File: src/rtl/fetch_unit.sv
// rtl/fetch_unit.sv - instruction fetch front end: credit-based IMEM issue feeding a (pc, inst) FIFO
// Ports:
//   clk, reset                clock; asynchronous active-high reset
//   imem_en, imem_addr        one read request per cycle to the synchronous-read IMEM
//   imem_rdata                IMEM data, valid the cycle after imem_en
//   redirect_valid, redirect_pc  flush queue and in-flight read, restart fetch at target
//   out_valid, out_ready      head-of-queue handshake toward decode
//   out_pc, out_inst          head entry
//   fifo_count                current queue occupancy
module fetch_unit #(
  parameter int               XLEN        = 64,
  parameter int               DEPTH       = 4,
  parameter int               IMEM_ADDR_W = 8,
  parameter logic [XLEN-1:0]  RESET_PC    = '0
) (
  input  logic                   clk,
  input  logic                   reset,
  output logic                   imem_en,
  output logic [IMEM_ADDR_W-1:0] imem_addr,
  input  logic [31:0]            imem_rdata,
  input  logic                   redirect_valid,
  input  logic [XLEN-1:0]        redirect_pc,
  output logic                   out_valid,
  input  logic                   out_ready,
  output logic [XLEN-1:0]        out_pc,
  output logic [31:0]            out_inst,
  output logic [$clog2(DEPTH):0] fifo_count
);
  localparam int PW = $clog2(DEPTH);
  localparam int CW = PW + 1;

  logic [XLEN-1:0] fetch_pc;
  logic [XLEN-1:0] inflight_pc;
  logic            inflight_v;
  logic            inflight_kill;
  logic [PW-1:0]   rd_ptr;
  logic [PW-1:0]   wr_ptr;
  logic [CW-1:0]   count;
  logic [XLEN-1:0] mem_pc   [DEPTH];
  logic [31:0]     mem_inst [DEPTH];
  logic            pop;
  logic            push;
  logic            issue;
  logic [CW:0]     credit_need;
  logic            unused_redirect_lsbs;

  assign pop  = out_valid & out_ready;
  // A read returning during a redirect cycle is dropped here; the redirect
  // itself clears the queue at the end of that cycle.
  assign push = inflight_v & ~inflight_kill & ~redirect_valid;

  // Occupancy the queue will have once the outstanding read lands, counting
  // this cycle's pop; issue only if that still leaves room for one more.
  assign credit_need = {1'b0, count} + {{CW{1'b0}}, inflight_v} - {{CW{1'b0}}, pop};
  assign issue       = ~reset & ~redirect_valid & (credit_need < (CW+1)'(DEPTH));

  assign imem_en   = issue;
  assign imem_addr = fetch_pc[IMEM_ADDR_W+1:2];

  assign out_valid  = (count != '0);
  assign out_pc     = mem_pc[rd_ptr];
  assign out_inst   = mem_inst[rd_ptr];
  assign fifo_count = count;

  assign unused_redirect_lsbs = ^redirect_pc[1:0];

  // Fetch PC and the single outstanding IMEM read.
  always_ff @(posedge clk or posedge reset) begin
    if (reset) begin
      fetch_pc      <= RESET_PC;
      inflight_pc   <= '0;
      inflight_v    <= 1'b0;
      inflight_kill <= 1'b0;
    end else begin
      inflight_v    <= issue;
      // Held low: a redirect discards the returning read through push gating,
      // so no per-read kill marker is ever needed.
      inflight_kill <= 1'b0;
      if (issue) begin
        inflight_pc <= fetch_pc;
        fetch_pc    <= fetch_pc + XLEN'(4);
      end else if (redirect_valid) begin
        fetch_pc <= {redirect_pc[XLEN-1:2], 2'b00};
      end
    end
  end

  // Circular (pc, inst) queue; pointers wrap naturally since DEPTH is a power of two.
  always_ff @(posedge clk or posedge reset) begin
    if (reset) begin
      rd_ptr <= '0;
      wr_ptr <= '0;
      count  <= '0;
      for (int i = 0; i < DEPTH; i++) begin
        mem_pc[i]   <= '0;
        mem_inst[i] <= '0;
      end
    end else if (redirect_valid) begin
      rd_ptr <= '0;
      wr_ptr <= '0;
      count  <= '0;
    end else begin
      if (push) begin
        mem_pc[wr_ptr]   <= inflight_pc;
        mem_inst[wr_ptr] <= imem_rdata;
        wr_ptr           <= wr_ptr + 1'b1;
      end
      if (pop) begin
        rd_ptr <= rd_ptr + 1'b1;
      end
      count <= count + CW'(push) - CW'(pop);
    end
  end

  no_overflow: assert property (@(posedge clk) disable iff (reset)
    !(push && (count == CW'(DEPTH)) && !pop));

endmodule

File: config.mk
export PLATFORM = sky130hd
export DESIGN_NAME = fetch_unit
export DESIGN_NICKNAME = d
export VERILOG_FILES = /design/src/rtl/fetch_unit.sv
export SDC_FILE = /design/constraint.sdc
export NUM_CORES = 1
export LEC_CHECK = 0
export BUFFER_PORTS_ARGS = -buffer_cell sky130_fd_sc_hd__buf_2
export CAP_MARGIN = 15
export CORE_UTILIZATION = 60
export DETAILED_ROUTE_END_ITERATION = 7
export PLACE_DENSITY = 0.8
export SYNTH_ARGS = -nofsm -noshare
export SYNTH_HDL_FRONTEND = slang
export SYNTH_SLANG_ARGS = --single-unit
File: constraint.sdc
create_clock -name clk -period 41.8 [get_ports clk]
set_input_delay 12.54 -clock clk [delete_from_list [all_inputs] [get_ports clk]]
set_output_delay 12.54 -clock clk [all_outputs]
set_load 0.1 [all_outputs]
Word-level counts from Yosys, hierarchy flattened
Index checks and enable logic that the tools add are counted.

cells by class
  $lt $le $gt $ge = 4
  add/sub/neg operators = 7
  multiplexer cells = 19
  reduce and logical (&&, ||, !) cells = 6
  bitwise operators = 8

operator list
  cell                                                                           number
  64-bit two-way mux                                                             5
  256-bit bitwise mux                                                            1
  64-bit binary-select mux with 2-bit select                                     1
  128-bit bitwise mux                                                            1
  64-bit demux with 2-bit select                                                 1
  32-bit two-way mux                                                             3
  64-bit by 3-bit adder with 64-bit output (second input constant)               1
  32-bit binary-select mux with 2-bit select                                     1
  32-bit demux with 2-bit select                                                 1
  2-bit two-way mux                                                              4
  3-bit >= comparator (second input constant)                                    2
  2-bit NOT with 3-bit output                                                    2
  2-bit nonzero test                                                             3
  2-bit by 1-bit adder with 2-bit output (second input constant)                 2
  3-bit by 1-bit adder with 4-bit output                                         1
  1-bit bitwise AND                                                              4
  4-bit by 3-bit less-than comparator with 1-bit output (second input constant)  1
  4-bit by 1-bit subtractor with 4-bit output                                    1
  3-bit by 1-bit adder with 3-bit output                                         1
  3-bit by 1-bit less-than comparator with 1-bit output (second input constant)  1
  3-bit two-way mux                                                              1
  3-bit nonzero test                                                             1
  3-bit by 1-bit subtractor with 3-bit output                                    1
  1-bit NOT                                                                      2
  2 further kinds                                                                2

storage, ports and cells
  register bits after elaboration = 520
  output and inout bits = 109

Logic depth before layout (Yosys ltp)
Gate-level depths: netlist (run 1).

  depth after elaboration = 6
  gate-level depth with buffers = 12

Least setup slack after synthesis (run 1)
Ideal clock, no wire load.

  kind = input to output
  start point = in reset
  end point = out imem_en
  path buffers = 1
  arrival time = 25.996 ns
  setup slack = 3.264 ns
  stages on the path = 4
  path through = inv_1 > o31ai_2 > nor2_2 > buf_2

between the ends
  longest elaborated chain between the ends = 3

RTL lines
  item                             RTL line  RTL
  from (decl)                      17        input logic reset,
  1-bit NOT                        55        assign issue = ~reset & ~redirect_valid & (credit_need < (CW+1)'(DEPTH));
  1-bit bitwise AND (2 in series)  55
  to (decl)                        18        output logic imem_en,

Every way passes these cells.

Final worst setup path (run 1)
  start point = in out_ready
  end point = out imem_en

between the ends
  longest elaborated chain between the ends = 4

RTL lines
  item                                                   RTL line  RTL
  from (decl)                                            24        input logic out_ready,
  1-bit bitwise AND                                      47        assign pop = out_valid & out_ready;
  4-bit by 1-bit subtractor with 4-bit output            54        assign credit_need = {1'b0, count} + {{CW{1'b0}}, inflight_v} - {{CW{1'b0}}, pop};
  4-bit by 3-bit less-than comparator with 1-bit output  55
  1-bit bitwise AND                                      55

Every way passes these cells.

==> qor.yml, run 1 <==
drt:
  first_pass_iters: 5
  dr.first_iter.drc_count: 1062
  vias: 14800
  viasPerCell: 6.33
  dr_wl_met2_mm: 26.0
  drc: 0
  totalWireLength_mm: 53.6
  wl_per_cell_microns: 22.9
  top_layer: "met5"
  route.met3.wl_mm: 3.31
  wl_met1_mm: 22.6
  postRouteAntennaNets: 0
cts:
  holdBufCountCts: 0
  clock_path_buffers: 3
  cts_setup_buffers: 0
  cts_resized: 0
  clk_pin_slew_ns: 0.06
  worst_skew_pair.late_latency_ns: 0.59
  cts_root_buffer: "clkbuf_16"
  cts_tree: "done"
  cts_sinks: 508
  cts.htree.levels: 2
  numCtsBuffers: 52
pwr:
  sw_frac_of_total_pct: 45.4
  seqPwrFrac_pct: 33.9
  p_per_area_nw_per_um2: 79.4
  pwr-share-clk_pct: 22.9
  power_switching_uw: 948
  ir_drop_uv: 64.7
  power_leakage_nw: 12.1
  p_comb_share_pct: 43.2
  p_int_mw: 1.14
die:
  die_area_sq_um: 39300
  die_w_microns: 198
  core_area_sq_um: 37800
  die_h_microns: 198
  row_count: 71
  pin_count: 209
  start_util_pct: 61.2
logic_synthesis:
  synth-async-reset-ratio_pct: 100
  yosysWarnings: 0
  synth-edff-count: 0
  yosys_most_used_dff: "dfrtp_1"
  ys_ff_latch: 508
  synth_cell_types: 65
  synthCells: 1617
  yosysSeqAreaShare_pct: 55.1
  syn_area_sq_um: 23100
  post_synth.cell_area_avg_sq_um: 14.3
place:
  postPlaceCellArea_sq_um: 24500
  globalplace.congestion: 0.836
  port_buffers: 204
  place_hpwl_mm: 32.1
critical_path:
  end_kind: "output pin"
  path_max_fanout: 37
  r2r-end: "inflight_pc[34]$_DFFE_PP0P_"
  endpoint: "imem_en"
  r2r_slack_ns: 37.52
  r2r_cells: 12
  critical_path_class: "in -> out"
  r2r_start: "fifo_count[1]$_DFF_PP0_"
  cp.arrival_ns: 15.17
  startpoint: "out_ready"
  cp.required_ns: 29.26
  startpoint_type: "primary input"
final_layout:
  layout_commonest_cell: "dfrtp_1"
  fillers: 2506
  fin_area_sq_um: 26300
  nets: 1890
  drive_gt1_share_pct: 47.0
  area_growth_pct: 14.0
  layout_common_cells: "506 x dfrtp_1, 438 x mux2_2, 204 x buf_2"
sta:
  maxSlewHeadroom_pct: 23.7
  drv_slew: 0
  worst_slew_pin_slew_ns: 1.14
  max_clock_freq_mhz: 36.1
  finalCritPeriodShare_pct: 66.3
  setup_viol_count_final: 0
  grt_setup_unrepaired: "no"
  setup_tns_ns: 0
  hold_ws_ns: 0.498
  hold_viol_final: 0
  period_needed_ns: 27.71
  finClkSkew_ns: 0.0176
global_routing:
  grt_pass1_vias: 15300
  antenna_found_initial: 7
  grt-ovfl-total: 0
  grt_usage_pct: 28.3
  grt_pass1_wl_mm: 85.3
  grt_max_degree: 186
job:
  drv_cap: 0
run_status:
  status: "finished clean"
min_path:
  worstHoldPathType: "reg -> reg"
## worst min path at each step
stage | endpoint | from | depth (start not counted)
detailed placement | mem_pc[108]$_DFFE_PP0P_ | mem_pc[108]$_DFFE_PP0P_ | 1
global route | mem_pc[79]$_DFFE_PP0P_ | mem_pc[79]$_DFFE_PP0P_ | 1
finish | mem_pc[80]$_DFFE_PP0P_ | mem_pc[80]$_DFFE_PP0P_ | 1
CTS | mem_pc[121]$_DFFE_PP0P_ | mem_pc[121]$_DFFE_PP0P_ | 1
global placement | mem_pc[90]$_DFFE_PP0P_ | mem_pc[90]$_DFFE_PP0P_ | 1
floorplan | mem_inst[57]$_DFFE_PP0P_ | mem_inst[57]$_DFFE_PP0P_ | 1
## cells in the mapped netlist, types with 6 or more instances
cell        n  share of area [%]
nor3_1     12               0.26
buf_4      10               0.33
dfrtp_1   508                 55
o41ai_1     7               0.27
mux2_2    438                 21
or4_1      27               0.88
or3_1      13               0.35
mux4_2     94                9.2
nor2_1     66                1.1
buf_1       8               0.13
nand3_1    44               0.95
a31oi_1    37                1.0
o31ai_1    17               0.55
inv_1      16               0.26
o21ai_0    15               0.33
o211ai_1   10               0.33
ha_1       10               0.54
and3_1     14               0.38
nand2_1    56               0.91
a22oi_1     6               0.20
nor2b_1     9               0.24
nand4_1    26               0.70
clkbuf_1   75                1.2
and4_1     14               0.53
buf_2      17               0.37
## power groups by stage
stage               Combinational, mW  Sequential [mW]  Clock (mW)
floorplan                       0.783            0.677           0
global placement                0.891            0.703           0
detailed placement              0.902            0.714           0
CTS                             0.907            0.708       0.484
global route                    0.939            0.725       0.502
finish                          0.903            0.708       0.477
## per-layer routing
layer / GRT usage (%) / up-vias
li1: - / 6428
met1: 39.2 / 7762
met2: 45.1 / 485
met3: 4.65 / 109
met4: 11.1 / 4
met5: 0 / -
## cell families after synthesis
family          count (synthesis)  share of synthesized area (%)
compound gates                119                           3.68
xor+xnor                        6                          0.228
fa+ha+maj                      11                          0.629
buf+inv                       129                           2.38
flops                         508                           55.1
mux                           534                           30.6
other cells                     1                         0.0162
simple gates                  309                           7.40
## worst max-delay path: stages
cell     delay, ns
buf_2         0.07
and2_1        0.28
ha_1          0.21
inv_1         0.04
ha_1          0.25
and3b_1       0.23
nor4b_2       0.55
o31ai_4       0.13
buf_4         0.27
nor2_4        0.14
buf_2         0.44
## sequential cells by signal (all words and copies together) (netlist names)
name and flops:
fetch_pc 62, fifo_count 3, inflight_pc 62, inflight_v 1, mem_inst 128, mem_pc 248
rd_ptr 2, wr_ptr 2
## layout make-up
class | instances | area (sq um) | share of cell area [%]
multi-input cells | 981 | 9920 | 37.7
inverters | 18 | 75.1 | 0.285
diodes | 6 | 15.0 | 0.0571
clock buffers | 84 | 1640 | 6.24
repair buffers | 218 | 1170 | 4.45
well taps | 511 | 639 | 2.43
clock inverters | 11 | 135 | 0.514
flip-flops and latches | 508 | 12700 | 48.3
## stage by stage
stage	instances	worst slack (ns)	total power, mW	utilization (%)
5_1_grt	2336	13.94	2.17	69.7
6_report	2337	14.09	2.09	69.7
3_3_place_gp	2234	14.15	1.59	64.8
4_1_cts	2329	14.09	2.10	69.5
3_5_place_dp	2234	14.08	1.62	64.8
2_1_floorplan	1618	3.26	1.46	-
No activity file was read; power rests on OpenSTA's default activity.
==> run 2, diff against run 1 <==
==> constraint.sdc (replaced) <==
create_clock -name clk -period 26.6 [get_ports clk]
set_input_delay 7.98 -clock clk [delete_from_list [all_inputs] [get_ports clk]]
set_output_delay 7.98 -clock clk [all_outputs]
set_load 0.1 [all_outputs]
==> qor.yml, run 2 (synthesis results as in run 1) <==
run_status:
  status: "finished clean"
drt:
  first_pass_iters: 5  # unchanged
  postRouteAntennaNets: 0  # unchanged
  drc: 0  # unchanged
  vias: 14800  # +0.014%
  totalWireLength_mm: 52.9  # -1.3%
  dr.first_iter.drc_count: 1104  # +4.0%
  wl_per_cell_microns: 22.7  # -1.1%
  viasPerCell: 6.34  # +0.27%
min_path:
  whs_path_depth: 1  # unchanged
  worstHoldPathType: "reg -> reg"
  min-delay-start: "mem_pc[101]$_DFFE_PP0P_"
  holdPathEnd: "mem_pc[101]$_DFFE_PP0P_"
final_layout:
  drive_gt1_share_pct: 46.7  # -0.37 points
  layout_commonest_cell: "dfrtp_1"
  largest_reg_flops: 248  # unchanged
  area_growth_pct: 13.4
  regMostFlops: "mem_pc"
  ff_latch_area_sq_um: 12700  # unchanged
  nets: 1888  # -0.11%
  fillers: 2551  # +1.8%
  instances_no_fill: 2331  # -0.26%
  largestRegisters: "mem_pc: 248 flops, mem_inst: 128 flops"
  layout_common_cells: "506 x dfrtp_1, 438 x mux2_2, 204 x buf_2"
  multi_input_area_sq_um: 9920  # unchanged
critical_path:
  critical_path_class: "in -> out"
  r2r_start: "fifo_count[1]$_DFF_PP0_"
  cp.arrival_ns: 10.59  # -4.58 ns
  path_max_fanout: 37  # unchanged
  startpoint: "out_ready"
  cp.required_ns: 18.62  # -10.64 ns
  r2r_cells: 12  # unchanged
  end_kind: "output pin"
  r2r_slack_ns: 22.37  # -15.15 ns
  startpoint_type: "primary input"
  r2r-end: "inflight_pc[47]$_DFFE_PP0P_"
sta:
  max_clock_freq_mhz: 53.9
  finClkSkew_ns: 0.0124  # -0.00519 ns
  grt_setup_unrepaired: "no"
  drv_slew: 0  # unchanged
  setup_tns_ns: 0  # unchanged
  worst_slew_pin_slew_ns: 1.38  # +0.245 ns
  setup_viol_count_final: 0  # unchanged
  finalCritPeriodShare_pct: 69.8
  period_needed_ns: 18.57
  setup_ws_ns: 8.03  # -6.05 ns
  maxSlewHeadroom_pct: 7.77  # -16 points
  hold_viol_final: 0  # unchanged
die:
  core_area_sq_um: 37800  # unchanged
  pin_count: 209  # unchanged
  die_w_microns: 198  # unchanged
  start_util_pct: 61.2  # unchanged
  row_count: 71  # unchanged
  die_area_sq_um: 39300  # unchanged
  die_h_microns: 198  # unchanged
place:
  port_buffers: 204  # unchanged
  globalplace.congestion: 0.816  # -2.4%
  place_hpwl_mm: 32.0  # -0.22%
  dp_cells: 2234  # unchanged
  dp_slack_ns: 8.03  # -6.05 ns
job:
  drv_cap: 0  # unchanged
cts:
  numCtsBuffers: 51  # -1.9%
  cts.htree.levels: 2  # unchanged
  cts_resized: 0  # unchanged
  cts_tree: "done"
  clock_path_buffers: 3  # unchanged
  holdBufCountCts: 0  # unchanged
  cts_sinks: 508  # unchanged
  cts_root_buffer: "clkbuf_16"
  clk_pin_slew_ns: 0.06  # about the same
  cts_setup_buffers: 0  # unchanged
  worst_skew_pair.late_latency_ns: 0.59  # about the same
global_routing:
  grt_max_degree: 222  # +19%
  grt-ovfl-total: 0  # unchanged
  grt_pass1_vias: 15300  # -0.18%
  grt_pass1_wl_mm: 85.1  # -0.25%
  grt_usage_pct: 28.1  # -0.21 points
  antenna_found_initial: 5  # -2
pwr:
  ir_drop_uv: 93.4  # +44%
  p_per_area_nw_per_um2: 124  # +56%
  power_mw: 3.24  # +55%
  power_leakage_nw: 12.1  # -0.55%
==> run 2: cell types whose count changed in the layout (fill, tap and decap cells not counted) <==
cell / before / now
buf_4: 11 / 10
bufinv_16: 3 / 2
clkbuf_1: 11 / 15
clkbuf_8: 20 / 13
clkinv_4: 0 / 1
diode_2: 6 / 5
inv_8: 1 / 0
==> run 2: worst max-delay path by stage <==
stage	end	slack (ns)	depth (start not counted)
after floorplan	imem_en	1.67	4
after detailed placement	imem_en	8.03	11
after global routing	imem_en	7.86	11
after global placement	imem_en	8.08	11
final	imem_en	8.03	11
after CTS	imem_en	8.00	11
==> run 2: cell type report <==
class / instances / share of cell area (%)
diodes: 5 / 0.0478
clock buffers: 81 / 5.96
clock inverters: 10 / 0.406
inverters: 18 / 0.272
multi-input cells: 981 / 37.9
flip-flops and latches: 508 / 48.6
well taps: 511 / 2.44
repair buffers: 217 / 4.44
==> run 2: routing by layer <==
layer  GRT usage, %  wire length (microns)
met1           38.7                  22400
met4           12.1                   1810
met2           44.3                  25400
met5              0                     16
met3           4.82                   3240
==> run 2: metrics by stage <==
stage | cell area [sq um] | utilization [%] | hold slack (ns)
floorplan | 23100 | - | 0.474
global placement | 24500 | 64.8 | 0.481
detailed placement | 24500 | 64.8 | 0.487
CTS | 26200 | 69.3 | 0.500
global route | 26200 | 69.4 | 0.508
finish | 26200 | 69.4 | 0.498
==> run 2: critical path, stage by stage <==
cell,delay [ns]
buf_2,0.07
and2_1,0.28
ha_1,0.21
inv_1,0.05
ha_1,0.25
and3b_1,0.23
nor4b_2,0.52
o31ai_4,0.13
buf_4,0.27
nor2_4,0.14
buf_2,0.44
==> run 2: where the power goes <==
group / switching (mW) / internal [mW] / total (mW)
clock network: 0.294 / 0.420 / 0.713
registers: 0.157 / 0.953 / 1.11
logic: 1.03 / 0.389 / 1.42
total: 1.48 / 1.76 / 3.24
